`src/rtl/circular_fifo_param.sv`:
```
// Parametrised single-clock circular FIFO: any depth, registered or FWFT read,
// programmable almost-full/almost-empty levels, sticky error flags and flush.
module circular_fifo_param #(
    parameter int WIDTH    = 8,
    parameter int DEPTH    = 16,
    parameter int FWFT     = 0,
    parameter int AF_LEVEL = DEPTH - 2,
    parameter int AE_LEVEL = 2
) (
    input  logic                         clk,
    input  logic                         reset,
    input  logic                         flush,
    input  logic                         wr_en,
    input  logic [WIDTH-1:0]             wr_data,
    input  logic                         rd_en,
    output logic [WIDTH-1:0]             rd_data,
    output logic                         rd_valid,
    output logic                         full,
    output logic                         empty,
    output logic                         almost_full,
    output logic                         almost_empty,
    output logic [$clog2(DEPTH+1)-1:0]   count,
    output logic                         overflow,
    output logic                         underflow,
    input  logic                         clr_err
);

    localparam int PW = (DEPTH > 2) ? $clog2(DEPTH) : 1;
    localparam int CW = $clog2(DEPTH + 1);

    logic [WIDTH-1:0] r_mem [DEPTH];
    logic [PW-1:0]    r_wr_ptr;
    logic [PW-1:0]    r_rd_ptr;
    logic [PW-1:0]    w_wr_ptr_inc;
    logic [PW-1:0]    w_rd_ptr_inc;
    logic [CW-1:0]    r_count;
    logic [CW-1:0]    w_count_nxt;
    logic             r_empty;
    logic             r_full;
    logic             r_almost_full;
    logic             r_almost_empty;
    logic             r_overflow;
    logic             r_underflow;
    logic             w_rd_acc;
    logic             w_wr_acc;
    logic             w_ovf_set;
    logic             w_unf_set;

    // Flush swallows both requests, so neither side can accept or raise an error.
    assign w_rd_acc  = !flush && rd_en && !r_empty;
    assign w_wr_acc  = !flush && wr_en && (!r_full || w_rd_acc);
    assign w_ovf_set = !flush && wr_en && !w_wr_acc;
    assign w_unf_set = !flush && rd_en && r_empty;

    // Explicit wrap so non-power-of-two depths work.
    assign w_wr_ptr_inc = (r_wr_ptr == PW'(DEPTH - 1)) ? '0 : r_wr_ptr + PW'(1);
    assign w_rd_ptr_inc = (r_rd_ptr == PW'(DEPTH - 1)) ? '0 : r_rd_ptr + PW'(1);

    // NOTE: always_comb assigns a default first so no path can infer a latch.
    always_comb begin
        w_count_nxt = r_count;
        if (flush) begin
            w_count_nxt = '0;
        end else if (w_wr_acc && !w_rd_acc) begin
            w_count_nxt = r_count + CW'(1);
        end else if (w_rd_acc && !w_wr_acc) begin
            w_count_nxt = r_count - CW'(1);
        end
    end

    // NOTE: sequential state uses non-blocking assignments so every register
    // samples pre-edge values, independent of statement order.
    always_ff @(posedge clk or posedge reset) begin
        if (reset) begin
            r_wr_ptr       <= '0;
            r_rd_ptr       <= '0;
            r_count        <= '0;
            r_empty        <= 1'b1;
            r_full         <= 1'b0;
            r_almost_full  <= 1'b0;
            r_almost_empty <= 1'b1;
            r_overflow     <= 1'b0;
            r_underflow    <= 1'b0;
        end else begin
            if (flush) begin
                r_wr_ptr <= '0;
                r_rd_ptr <= '0;
            end else begin
                if (w_wr_acc) r_wr_ptr <= w_wr_ptr_inc;
                if (w_rd_acc) r_rd_ptr <= w_rd_ptr_inc;
            end
            // Flags come from the next count so they always agree with count.
            r_count        <= w_count_nxt;
            r_empty        <= (w_count_nxt == '0);
            r_full         <= (w_count_nxt == CW'(DEPTH));
            r_almost_full  <= (w_count_nxt >= CW'(AF_LEVEL));
            r_almost_empty <= (w_count_nxt <= CW'(AE_LEVEL));

            if (w_ovf_set)    r_overflow  <= 1'b1;
            else if (clr_err) r_overflow  <= 1'b0;
            if (w_unf_set)    r_underflow <= 1'b1;
            else if (clr_err) r_underflow <= 1'b0;
        end
    end

    // NOTE: storage has no reset; the pointers and count alone define what is valid.
    always_ff @(posedge clk) begin
        if (w_wr_acc) r_mem[r_wr_ptr] <= wr_data;
    end

    generate
        if (FWFT == 0) begin : g_reg_read
            logic [WIDTH-1:0] r_rd_data;
            logic             r_rd_valid;

            always_ff @(posedge clk or posedge reset) begin
                if (reset) begin
                    r_rd_data  <= '0;
                    r_rd_valid <= 1'b0;
                end else begin
                    r_rd_valid <= w_rd_acc;
                    if (w_rd_acc) r_rd_data <= r_mem[r_rd_ptr];
                end
            end

            assign rd_data  = r_rd_data;
            assign rd_valid = r_rd_valid;
        end else begin : g_fwft_read
            // Head word is shown directly; forced to zero while empty so reset reads 0.
            assign rd_data  = r_empty ? '0 : r_mem[r_rd_ptr];
            assign rd_valid = !r_empty;
        end
    endgenerate

    assign count        = r_count;
    assign empty        = r_empty;
    assign full         = r_full;
    assign almost_full  = r_almost_full;
    assign almost_empty = r_almost_empty;
    assign overflow     = r_overflow;
    assign underflow    = r_underflow;

endmodule

```
`config.mk`:
```
export PLATFORM = sky130hd
export DESIGN_NAME = circular_fifo_param
export DESIGN_NICKNAME = d
export VERILOG_FILES = /design/src/rtl/circular_fifo_param.sv
export SDC_FILE = /design/constraint.sdc
export NUM_CORES = 1
export LEC_CHECK = 0
export ABC_AREA = 1
export BUFFER_PORTS_ARGS = -buffer_cell sky130_fd_sc_hd__clkbuf_2
export CORE_ASPECT_RATIO = 1.75
export CORE_MARGIN = 3
export CORE_UTILIZATION = 55
export CTS_CLUSTER_SIZE = 20
export DETAILED_ROUTE_END_ITERATION = 7
export PLACE_DENSITY = 0.76
export SYNTH_ARGS = -nofsm -noshare
export SYNTH_HDL_FRONTEND = slang
export SYNTH_SLANG_ARGS = --single-unit
```
`constraint.sdc`:
```
create_clock -name clk -period 2 [get_ports clk]
set_input_delay 0.4 -clock clk [delete_from_list [all_inputs] [get_ports clk]]
set_output_delay 0.4 -clock clk [all_outputs]
set_load 0.005 [all_outputs]
```
-- After elaboration in Yosys (flattened, before gate mapping)
Memories as Yosys holds them, arrays and structs flattened. A register that Yosys moved wholly into a read port is not among the register bits.
Index checks and enable logic that the tools add are counted.
- bits in registers: 20
- RAM bits: 128
- memories kept: 1
- output and inout bits: 20
- logic and storage cells: 53
- $lt $le $gt $ge: 2
- multiplexer cells: 14
- $add $sub $neg: 4
- reduce and logical (&&, ||, !) cells: 19
- equal/unequal tests: 3
- memories (name ; words ; width ; read ports ; clocked after memory_dff ; write ports ; line ; source):
    r_mem ; 16 ; 8 ; 1 ; 1 ; 1 ; 31 ; logic [WIDTH-1:0] r_mem [DEPTH];
- operators by type and width (cell ; number):
    $mux W4 ; 6
    $mux W5 ; 3
    $add A4 B1 Y4 const B ; 2
    $eq A4 B4 Y1 const B ; 2
    $logic_and A1 B1 Y1 ; 8
    $reduce_bool A2 Y1 ; 4
    $add A5 B1 Y5 const B ; 1
    $eq A5 B5 Y1 const B ; 1
    $ge A5 B4 Y1 const B ; 1
    $le A5 B2 Y1 const B ; 1
    $logic_not A1 Y1 ; 5
    $logic_not A5 Y1 ; 1
    $mux W1 ; 5
    $sub A5 B1 Y5 const B ; 1
    $logic_or A1 B1 Y1 ; 1

-- Depth between registers and ports, before layout
Gate-level depths: netlist (run 1).
- depth in word-level cells: 11
- mapped depth: 12

-- Worst setup path before layout (run 1)
OpenSTA, ideal clock, no wires.
- path type: in2reg
- start point: input flush
- end point: memory r_mem[12][0], enable pin
- required time: 1.630 ns
- slack: 0.229 ns
- data arrival time: 1.401 ns
- stages: 7
- setup time: 0.370 ns
- buffers on the path: 0
- path through: inv_4 nand2_2 nor2_4 o21ai_2 inv_1 nand2_1 nor2_1
- word-level cells in the longest chain between the ends: 7
- elaborated cells on any way between the ends: 8
- classes of those cells: mux: 2; reduce/logical: 6
- ends and longest elaborated chain (what ; line ; source):
    from (decl) ; 12 ; input logic flush,
    $logic_not A1 Y1 * ; 50, 51 ;
    $logic_and A1 B1 Y1 (2 in series) ; 50 ; assign w_rd_acc = !flush && rd_en && !r_empty;
    $logic_or A1 B1 Y1 ; 51 ; assign w_wr_acc = !flush && wr_en && (!r_full || w_rd_acc);
    $logic_and A1 B1 Y1 * ; 51 ;
    $mux W1 * ; 108 ; if (w_wr_acc) r_mem[r_wr_ptr] <= wr_data;
    $mux W1 (implied by the code) * ; 108 ;
    to (decl) ; 31 ;
Every way passes the cells marked *; elsewhere a longest branch is shown, timed or not.

==> results of run 1 <==
## worst paths after layout
path / slack (ps) / end / depth (start not counted) / startpoint
max: 210 / rd_data[2] / 6 / r_rd_ptr[1]
min: 50 / rd_data[1] / 3 / reset
max reg2reg: 210 / rd_data[2] / 6 / r_rd_ptr[1]
min reg2reg: 560 / rd_data[0] / 1 / rd_data[0]
max in group asynchronous: 1620 / empty / 3 / reset
min in group clk: 220 / underflow / 2 / clr_err
## flip-flops by register name, summed over array words and instances (netlist names)
signal        count
almost_full       1
overflow          1
r_wr_ptr          4
full              1
count             5
rd_data           8
r_mem           128
almost_empty      1
empty             1
rd_valid          1
r_rd_ptr          4
underflow         1
## through the flow
step           hold slack (ps)  setup slack, ps  instance area, um^2  cells
2_1_floorplan              464              229                 6630    588
3_3_place_gp               476              188                 7060    758
3_5_place_dp               495              111                 7060    758
4_1_cts                   53.9              253                 7590    790
5_1_grt                   83.4              103                 7590    790
6_report                  48.1              207                 7590    790
## tightest hold or removal path, delay by kind of cell
kind	cells	cell delay (ps)
buf+inv	3	490
## cell families (layout without fill, tap and decap cells)
logic type / after synthesis / count (layout) / synth area share, %
AO/OA/AOI/OAI: 112 / 112 / 9.46
adder cells (fa/ha/maj): 7 / 7 / 1.32
buffers and inverters: 62 / 129 / 4.15
flip-flops: 156 / 156 / 68.6
AND/OR/NAND/NOR: 251 / 251 / 16.5
## area by class of cell
cell class                      count  area [um^2]  area share [%]
Multi-Input combinational cell    370         1810            23.8
Clock buffer                       22          454            5.98
Inverter                           36          138            1.81
Sequential cell                   156         4550            59.9
Clock inverter                     10         77.6            1.02
Timing Repair Buffer               61          400            5.27
Tap cell                          135          169            2.22
## metal layers
layer,vias to the layer above,global-route usage (%)
li1,2152,-
met1,2290,28.1
met2,260,45.2
met3,81,5.66
met4,0,15.3
met5,-,0
## placed cells by master, fill, tap and decap left out, drive strengths merged, types with 2 or more instances in the layout
cell      count
edfxtp      128
nor2        113
nand2        87
o21ai        70
clkbuf       55
nand3        38
inv          32
buf          28
dfrtp        26
o22ai        15
o211ai       12
clkinv       11
a21oi        10
ha            7
or2           7
nor3          4
a21boi        3
nand4         2
dfstp         2
clkinvlp      2
## report_power, final
| group | internal, mW | switching [mW] |
|---|---|---|
| registers | 3.68 | 0.103 |
| logic | 0.437 | 0.801 |
| clock network | 1.72 | 1.15 |
| total | 5.83 | 2.05 |
==> reports/metrics.cfg, run 1 <==
[outcome]
outcome = completed

[timing]
final_hold_viol_count = 0
period_minus_slack_ps = 1790
finClkSkew_ps = 6.45
slew_headroom_pct = 53.0
setup_tns_ps = 0
finalCritPeriodShare_pct = 89.7
final-setup-viol-count = 0
worst_slew_pin_slew_ps = 702
fmaxAchievable_mhz = 558
rsz0062_at_grt = false
drv_slew = 0

[routing]
ant_nets = 0
drt_pass1_iterations = 7
wl_met2_mm = 8.95
remaining_drc_errors = 0
wl_mm = 16.4
dr_wl_met3_mm = 1.04
met1_length_mm = 5.43
vias_per_cell = 6.05
dr.max_layer_used = met4
vias = 4783
avgRoutedWirePerCell_um = 20.8
drtIter0Drc = 661

[floorplan]
die_h_um = 151
ios = 34
rows = 52
start_util_pct = 56.9
core_um2 = 11600
die_w_um = 89.0
die_area_um2 = 13500

[final_layout]
syn_to_final_growth_pct = 14.6
fin_util_pct = 65.2
diodes = 0
drive_above_1_share_pct = 17.9
layout.filler_cells = 809
nNetsFinal = 663

[cts]
ctsLongestPathBuffers = 2
cts.repair.resized = 0
clock_sinks = 156
cts_root_buf = clkbuf_16
cts_made_buffers = 17
cts_setup_buffers = 0
cts_hold_buffers = 0
path_clk_slew_ps = 60
clk_latency_ps = 420
cts_tree = yes
h-tree-depth = 4

[synthesis]
syn_nets = 609
ys_types = 36
synth.avg_cell_area_um2 = 11.3
synthDominantCellAreaShare_pct = 58.0
async_flop_share_pct = 17.9
synth_top_flop_cell = edfxtp_1
ys_warn_count = 0
synth_most_common_cell = edfxtp_1
yosys-top-cells-area = edfxtp_1 (58%), dfrtp_1 (9.8%), nor2_1 (6.2%)
yosysSeqAreaShare_pct = 68.6
synth_edf_count = 128
ys_seq_elements = 156
postSynthCellCount = 588
yosys.area.top_type = edfxtp_1
syn_area_um2 = 6630
ys_top_cells_by_count = edfxtp_1 (128), nor2_1 (109), nand2_1 (81), o21ai_0 (64), nand3_1 (34)

[global_routing]
grt_overflow = 0
antenna_found_initial = 0
grt_use_total_pct = 25.9
grt_pass1_vias = 4661
grt_max_degree = 67
grt_pass1_wl_mm = 24.8

[run]
maxCapViolations = 0

[worst_setup_path]
crit_fanout = 17
cp_top_family = compound AO/OA/AOI/OAI gates
worstPathCellList = inv_1, nand3_1, nand3_1, nand2_1, a21oi_1, a21boi_1
cp-end-kind = flip-flop
crit_type = reg -> reg
start_kind = flip-flop
required_ps = 2280
critPathBufInv = 1
slowest_stage = inv_1
crit_top_cell = nand3_1
critPathMaxStageDelay_ps = 400
worstPathArrival_ps = 2070

[power]
peakVddDrop_v = 0.000701
power_mw = 7.88
p_leak_nw = 2.91
p_per_area_nw_per_um2 = 1040

[placed_design]
hpwl_mm = 11.0
place.gp.congestion = 0.914
portBuffers = 33

[worst_hold_path]
hold_path.class = in -> async

No activity file was read; power rests on OpenSTA's default activity.
==> run 2: changes to the inputs <==
- GPL_TIMING_DRIVEN: default -> 0
==> run 2 against run 1 <==
The run now ends with setup timing left; critical path depth decreased by 1; clock skew increased by 1.3 ps; largest power group unchanged; via count decreased by 0.17%.
==> reports/metrics.cfg, run 2 (synthesis gave the netlist of run 1 again) <==
[routing]
drt_pass1_iterations = 8  ; +1
vias = 4775  ; -0.17%
drtIter0Drc = 545  ; -18%
remaining_drc_errors = 0  ; unchanged
avgRoutedWirePerCell_um = 21.9  ; +5.1%
ant_nets = 0  ; unchanged
wl_mm = 17.2  ; +4.8%
vias_per_cell = 6.06  ; about the same

[final_layout]
finalInstanceArea_um2 = 7630  ; +0.43%
drive_above_1_share_pct = 19.9  ; +2.0 points
diodes = 0  ; unchanged
nNetsFinal = 661  ; -0.30%
largest_reg_flops = 128  ; unchanged
final_cell_mix = edfxtp_1 (128), nor2_1 (94), nand2_1 (81)
fin_cells = 788  ; -0.25%
syn_to_final_growth_pct = 15.0
final_common_cell = edfxtp_1
regMostFlops = r_mem

[floorplan]
core_um2 = 11600  ; unchanged
die_area_um2 = 13500  ; unchanged
rows = 52  ; unchanged
die_w_um = 89.0  ; unchanged
start_util_pct = 56.9  ; unchanged
die_h_um = 151  ; unchanged
ios = 34  ; unchanged

[placed_design]
place.gp.congestion = 0.904  ; -1.1%
portBuffers = 33  ; unchanged
hpwl_mm = 11.6  ; +5.1%
dp_cells = 756  ; -0.26%
place_area_um2 = 6960  ; -1.4%

[global_routing]
grt_max_degree = 29  ; -57%
use_met2_pct = 48.1  ; +2.9 points
grtUsageMet3_pct = 4.90  ; -0.76 points
grt_overflow = 0  ; unchanged
use_met1_pct = 28.9  ; +0.77 points
grt_use_total_pct = 27.5  ; +1.5 points
busiest_layer = met2
grt_pass1_vias = 4955  ; +6.3%
antenna_found_initial = 0  ; unchanged
grt_pass1_wl_mm = 26.3  ; +6.0%

[outcome]
outcome = finished, violations left
violations = setup timing

[timing]
period_minus_slack_ps = 2030  ; +234 ps
final-setup-viol-count = 8  ; +8
fmaxAchievable_mhz = 493  ; -12%
layout_setup_ws_ps = -27.2  ; -234 ps
drv_slew = 0  ; unchanged
rsz0062_at_grt = true
finClkSkew_ps = 7.76  ; +1.31 ps
finalCritPeriodShare_pct = 101  ; +12 points
final_hold_viol_count = 0  ; unchanged
setup_tns_ps = -191  ; -191 ps
slew_headroom_pct = 19.8  ; -33 points
worst_slew_pin_slew_ps = 1200  ; +500 ps

[cts]
cts_hold_buffers = 0  ; unchanged
h-tree-depth = 4  ; unchanged
clk_latency_ps = 420  ; about the same
cts_setup_buffers = 0  ; unchanged
clock_sinks = 156  ; unchanged
ctsLongestPathBuffers = 2  ; unchanged
cts_tree = yes
cts_made_buffers = 17  ; unchanged
path_clk_slew_ps = 60  ; about the same
cts_root_buf = clkbuf_16

[power]
p_leak_nw = 2.88  ; -1.1%
p_per_area_nw_per_um2 = 1060  ; +2.0%
peakVddDrop_v = 0.000641  ; -8.5%

[worst_setup_path]
cp-end-kind = flip-flop
required_ps = 2060  ; -220 ps
start_kind = flip-flop
worstPathArrival_ps = 2080  ; about the same
crit_fanout = 8  ; -9
crit_type = reg -> reg

[worst_hold_path]
hold_path.class = in -> reg

[run]
maxCapViolations = 0  ; unchanged

==> run 2: cell types whose count changed in the layout (fill, tap and decap cells not counted), moves of 4 or more <==
cell      delta
nor2_1      -15
buf_2       +16
nor2_4      +12
buf_4       -25
clkinv_4     +4
==> run 2: power by group <==
group	switching (mW)	internal (mW)	total [mW]
sequential	0.0867	3.67	3.76
combinational	0.846	0.440	1.29
clock	1.30	1.73	3.03
==> run 2: final timing paths <==
check	slack, ps	cells after the start	startpoint	end
max in group asynchronous	1000	2	reset	r_rd_ptr[1]
worst min-delay path	190	2	clr_err	underflow
min in group asynchronous	270	2	reset	rd_data[3]
worst max-delay path	-30	5	full	r_mem[5][3]
worst max register to register	-30	5	full	r_mem[5][3]
worst min register to register	540	1	rd_data[0]	rd_data[0]
==> run 2: area by class of cell <==
type | instances | area [um^2]
flip-flops and latches | 156 | 4550
fillers | 843 | 4020
multi-input cells | 370 | 1900
clock buffers | 21 | 480
well taps | 135 | 169
repair buffers | 33 | 165
plain buffers | 26 | 139
inverters | 36 | 138
clock inverters | 11 | 83.8
==> run 2: per-layer routing <==
layer  share of wire, %  wire [um]
met5                  0          0
met4                5.8        999
met3                5.2        894
met2                 55       9480
met1                 34       5850
==> run 2: worst max-delay path, stage by stage, from the launching register on <==
cell,delay (ps)
dfrtp_1,400
inv_1,150
o21ai_2,120
inv_1,210
nand2_1,250
nor2_2,520
==> run 2: timing repair <==
| item | CTS | global route |
|---|---|---|
| pin swaps | 0 | 0 |
| setup endpoints to repair | 120 | 115 |
| resized for setup | 13 | 16 |
==> run 2: stage by stage <==
step	util (%)	worst slack [ps]	power [mW]	hold WS, ps
2_1_floorplan	-	229	4.59	464
5_1_grt	65.5	-87.7	8.37	194
6_report	65.5	-27.2	8.07	188
3_5_place_dp	59.8	-622	5.09	532
4_1_cts	64.9	-107	8.06	181
3_3_place_gp	59.8	-530	5.03	536
==> run 3: changes to the inputs <==
==> constraint.sdc (replaced) <==
create_clock -name clk -period 2 [get_ports clk]
set_input_delay 0 -clock clk [delete_from_list [all_inputs] [get_ports clk]]
set_output_delay 0 -clock clk [all_outputs]
set_load 0.005 [all_outputs]
==> run 3 against run 2 <==
The run still ends with setup timing left; register-to-register slack is essentially flat; clock power is essentially flat; combinational power barely moved; first-iteration DRC count up 11%; sequential power barely moved; clock-buffer cell count unchanged; routed wire length increased by 0.13%; flip-flop and latch count did not move; hold slack got worse by 170 ps.
==> reports/metrics.cfg, run 3 (synthesis gave the netlist of run 1 again) <==
[final_layout]
fin_cells = 794  ; +0.76%
syn_to_final_growth_pct = 15.9
nNetsFinal = 667  ; +0.91%
final_cell_mix = edfxtp_1 (128), nor2_1 (94), nand2_1 (81)
drive_above_1_share_pct = 19.7  ; -0.18 points
diodes = 0  ; unchanged
multiInputGateArea_um2 = 1900  ; unchanged
seq_area_um2 = 4550  ; unchanged
layout.filler_cells = 837  ; -0.71%
regMostFlops = r_mem
final_common_cell = edfxtp_1
largest_reg_flops = 128  ; unchanged

[routing]
ant_nets = 0  ; unchanged
remaining_drc_errors = 0  ; unchanged
drt_pass1_iterations = 6  ; -2
avgRoutedWirePerCell_um = 21.7  ; -0.63%
vias = 4784  ; +0.19%
drtIter0Drc = 604  ; +11%
wl_mm = 17.2  ; +0.13%
vias_per_cell = 6.03  ; -0.57%

[cts]
cts_root_buf = clkbuf_16
clk_latency_ps = 430  ; about the same
clock_sinks = 156  ; unchanged
cts_setup_buffers = 0  ; unchanged
cts_made_buffers = 17  ; unchanged
path_clk_slew_ps = 60  ; about the same
ctsLongestPathBuffers = 2  ; unchanged
cts_tree = yes
h-tree-depth = 4  ; unchanged

[power]
seqPwrFrac_pct = 46.5  ; about the same
peakVddDrop_v = 0.000647  ; +0.87%
power.combinational.fraction_pct = 16.1  ; +0.2 points
switchingPower_mw = 2.24  ; +0.40%
sw_frac_of_total_pct = 27.7  ; +0.043 points
p_leak_nw = 2.91  ; +0.93%
p_clk_share_pct = 37.5  ; about the same
p_per_area_nw_per_um2 = 1050  ; -0.54%
p_int_mw = 5.85  ; +0.18%

[timing]
final_hold_viol_count = 0  ; unchanged
rsz0062_at_grt = true
worst_slew_pin_slew_ps = 1210  ; +3.43 ps
final-setup-viol-count = 25  ; +17
fmaxAchievable_mhz = 490  ; -0.64%
layout_setup_ws_ps = -40.2  ; -13.0 ps
slew_headroom_pct = 19.5  ; -0.23 points
period_minus_slack_ps = 2040  ; +13.0 ps
drv_slew = 0  ; unchanged
finClkSkew_ps = 6.41  ; -1.35 ps
finalCritPeriodShare_pct = 102  ; +0.65 points

[worst_hold_path]
whs_path_depth = 4  ; +2
worstHoldEndpoint = r_rd_ptr[2]
hold_path.class = in -> reg
min-delay-start = flush

[worst_setup_path]
cp-end-kind = flip-flop
r2r_end = r_mem[5][3]
slowest_stage = nor2_2
crit_type = reg -> reg
required_ps = 2060  ; about the same
crit_fanout = 8  ; unchanged
reg2regPathDepth = 5  ; unchanged
crit_top_cell = inv_1
critPathMaxStageDelay_ps = 510  ; about the same
regToRegSetupSlack_ps = -40  ; about the same
worstPathCellList = inv_1, o21ai_2, inv_1, nand2_1, nor2_2
start_kind = flip-flop
worst_r2r_startpoint = full
worstPathArrival_ps = 2100  ; +20 ps

[outcome]
outcome = finished, violations left
violations = setup timing

[floorplan]
die_w_um = 89.0  ; unchanged
core_um2 = 11600  ; unchanged
die_h_um = 151  ; unchanged
ios = 34  ; unchanged
rows = 52  ; unchanged
start_util_pct = 56.9  ; unchanged
die_area_um2 = 13500  ; unchanged

[placed_design]
portBuffers = 33  ; unchanged
hpwl_mm = 11.6  ; unchanged
dp_cells = 756  ; unchanged
place.gp.congestion = 0.904  ; unchanged
dpl_worst_slack_ps = -222  ; +400 ps

[global_routing]
grt_max_degree = 29  ; unchanged
grt_overflow = 0  ; unchanged
antenna_found_initial = 0  ; unchanged
grt_pass1_vias = 4972  ; +0.34%
grt_pass1_wl_mm = 26.3  ; +0.26%
grt_use_total_pct = 27.5  ; +0.057 points

[run]
maxCapViolations = 0  ; unchanged

-- run 3: cell type report --
class | instances | area share, %
Clock buffer | 21 | 6.25
Timing Repair Buffer | 39 | 2.93
Inverter | 36 | 1.79
Multi-Input combinational cell | 370 | 24.8
Clock inverter | 11 | 1.09
Buffer | 26 | 1.81
Tap cell | 135 | 2.20
Sequential cell | 156 | 59.2
-- run 3: what timing repair did --
action,CTS,global route
gates resized for setup,13,16
pin swaps,0,0
endpoints found under the hold margin,62,0
endpoints found under the setup margin,120,115
hold buffers,6,0
-- run 3: metal layers --
metal / vias up / wire length [um] / GRT usage, %
met3: 52 / 898 / 4.90
met5: - / 0 / 0
li1: 2165 / - / -
met2: 214 / 9560 / 48.2
met4: 0 / 880 / 19.1
met1: 2353 / 5900 / 29.1
-- run 3: worst max-delay path, delay by kind of cell, from the launching register on --
family | cells | cell delay, ps
simple gates | 2 | 770
compound gates | 1 | 120
flops | 1 | 400
buf+inv | 2 | 370
-- run 3: how the worst max path moves through the flow --
| stage | startpoint | end | slack [ps] | cells past startpoint |
|---|---|---|---|---|
| detailed placement | flush | r_mem[1][3] | -220 | 8 |
| global placement | flush | r_mem[0][1] | -130 | 8 |
| global route | full | r_mem[5][5] | -90 | 5 |
| CTS | full | r_mem[8][6] | -110 | 5 |
| finish | full | r_mem[5][3] | -40 | 5 |
| floorplan | full | r_mem[12][0] | 390 | 5 |
-- run 3: stage by stage --
stage          cell area (um^2)  TNS, ps  power (mW)  utilization, %  hold slack, ps
6_report                   7690     -352        8.09            66.0            14.3
3_3_place_gp               6960    -4730        5.03            59.8             219
2_1_floorplan              6630        0        4.59               -            63.9
4_1_cts                    7620    -1620        8.07            65.4            13.2
3_5_place_dp               6960   -13530        5.09            59.8             225
5_1_grt                    7690    -2480        8.39            66.0            37.4
-- run 3: power by group through the flow --
stage / clock network [mW] / logic, mW / registers, mW
CTS: 3.03 / 1.28 / 3.76
detailed placement: 0 / 1.26 / 3.83
global route: 3.18 / 1.43 / 3.78
floorplan: 0 / 0.760 / 3.83
finish: 3.03 / 1.30 / 3.76
global placement: 0 / 1.21 / 3.82
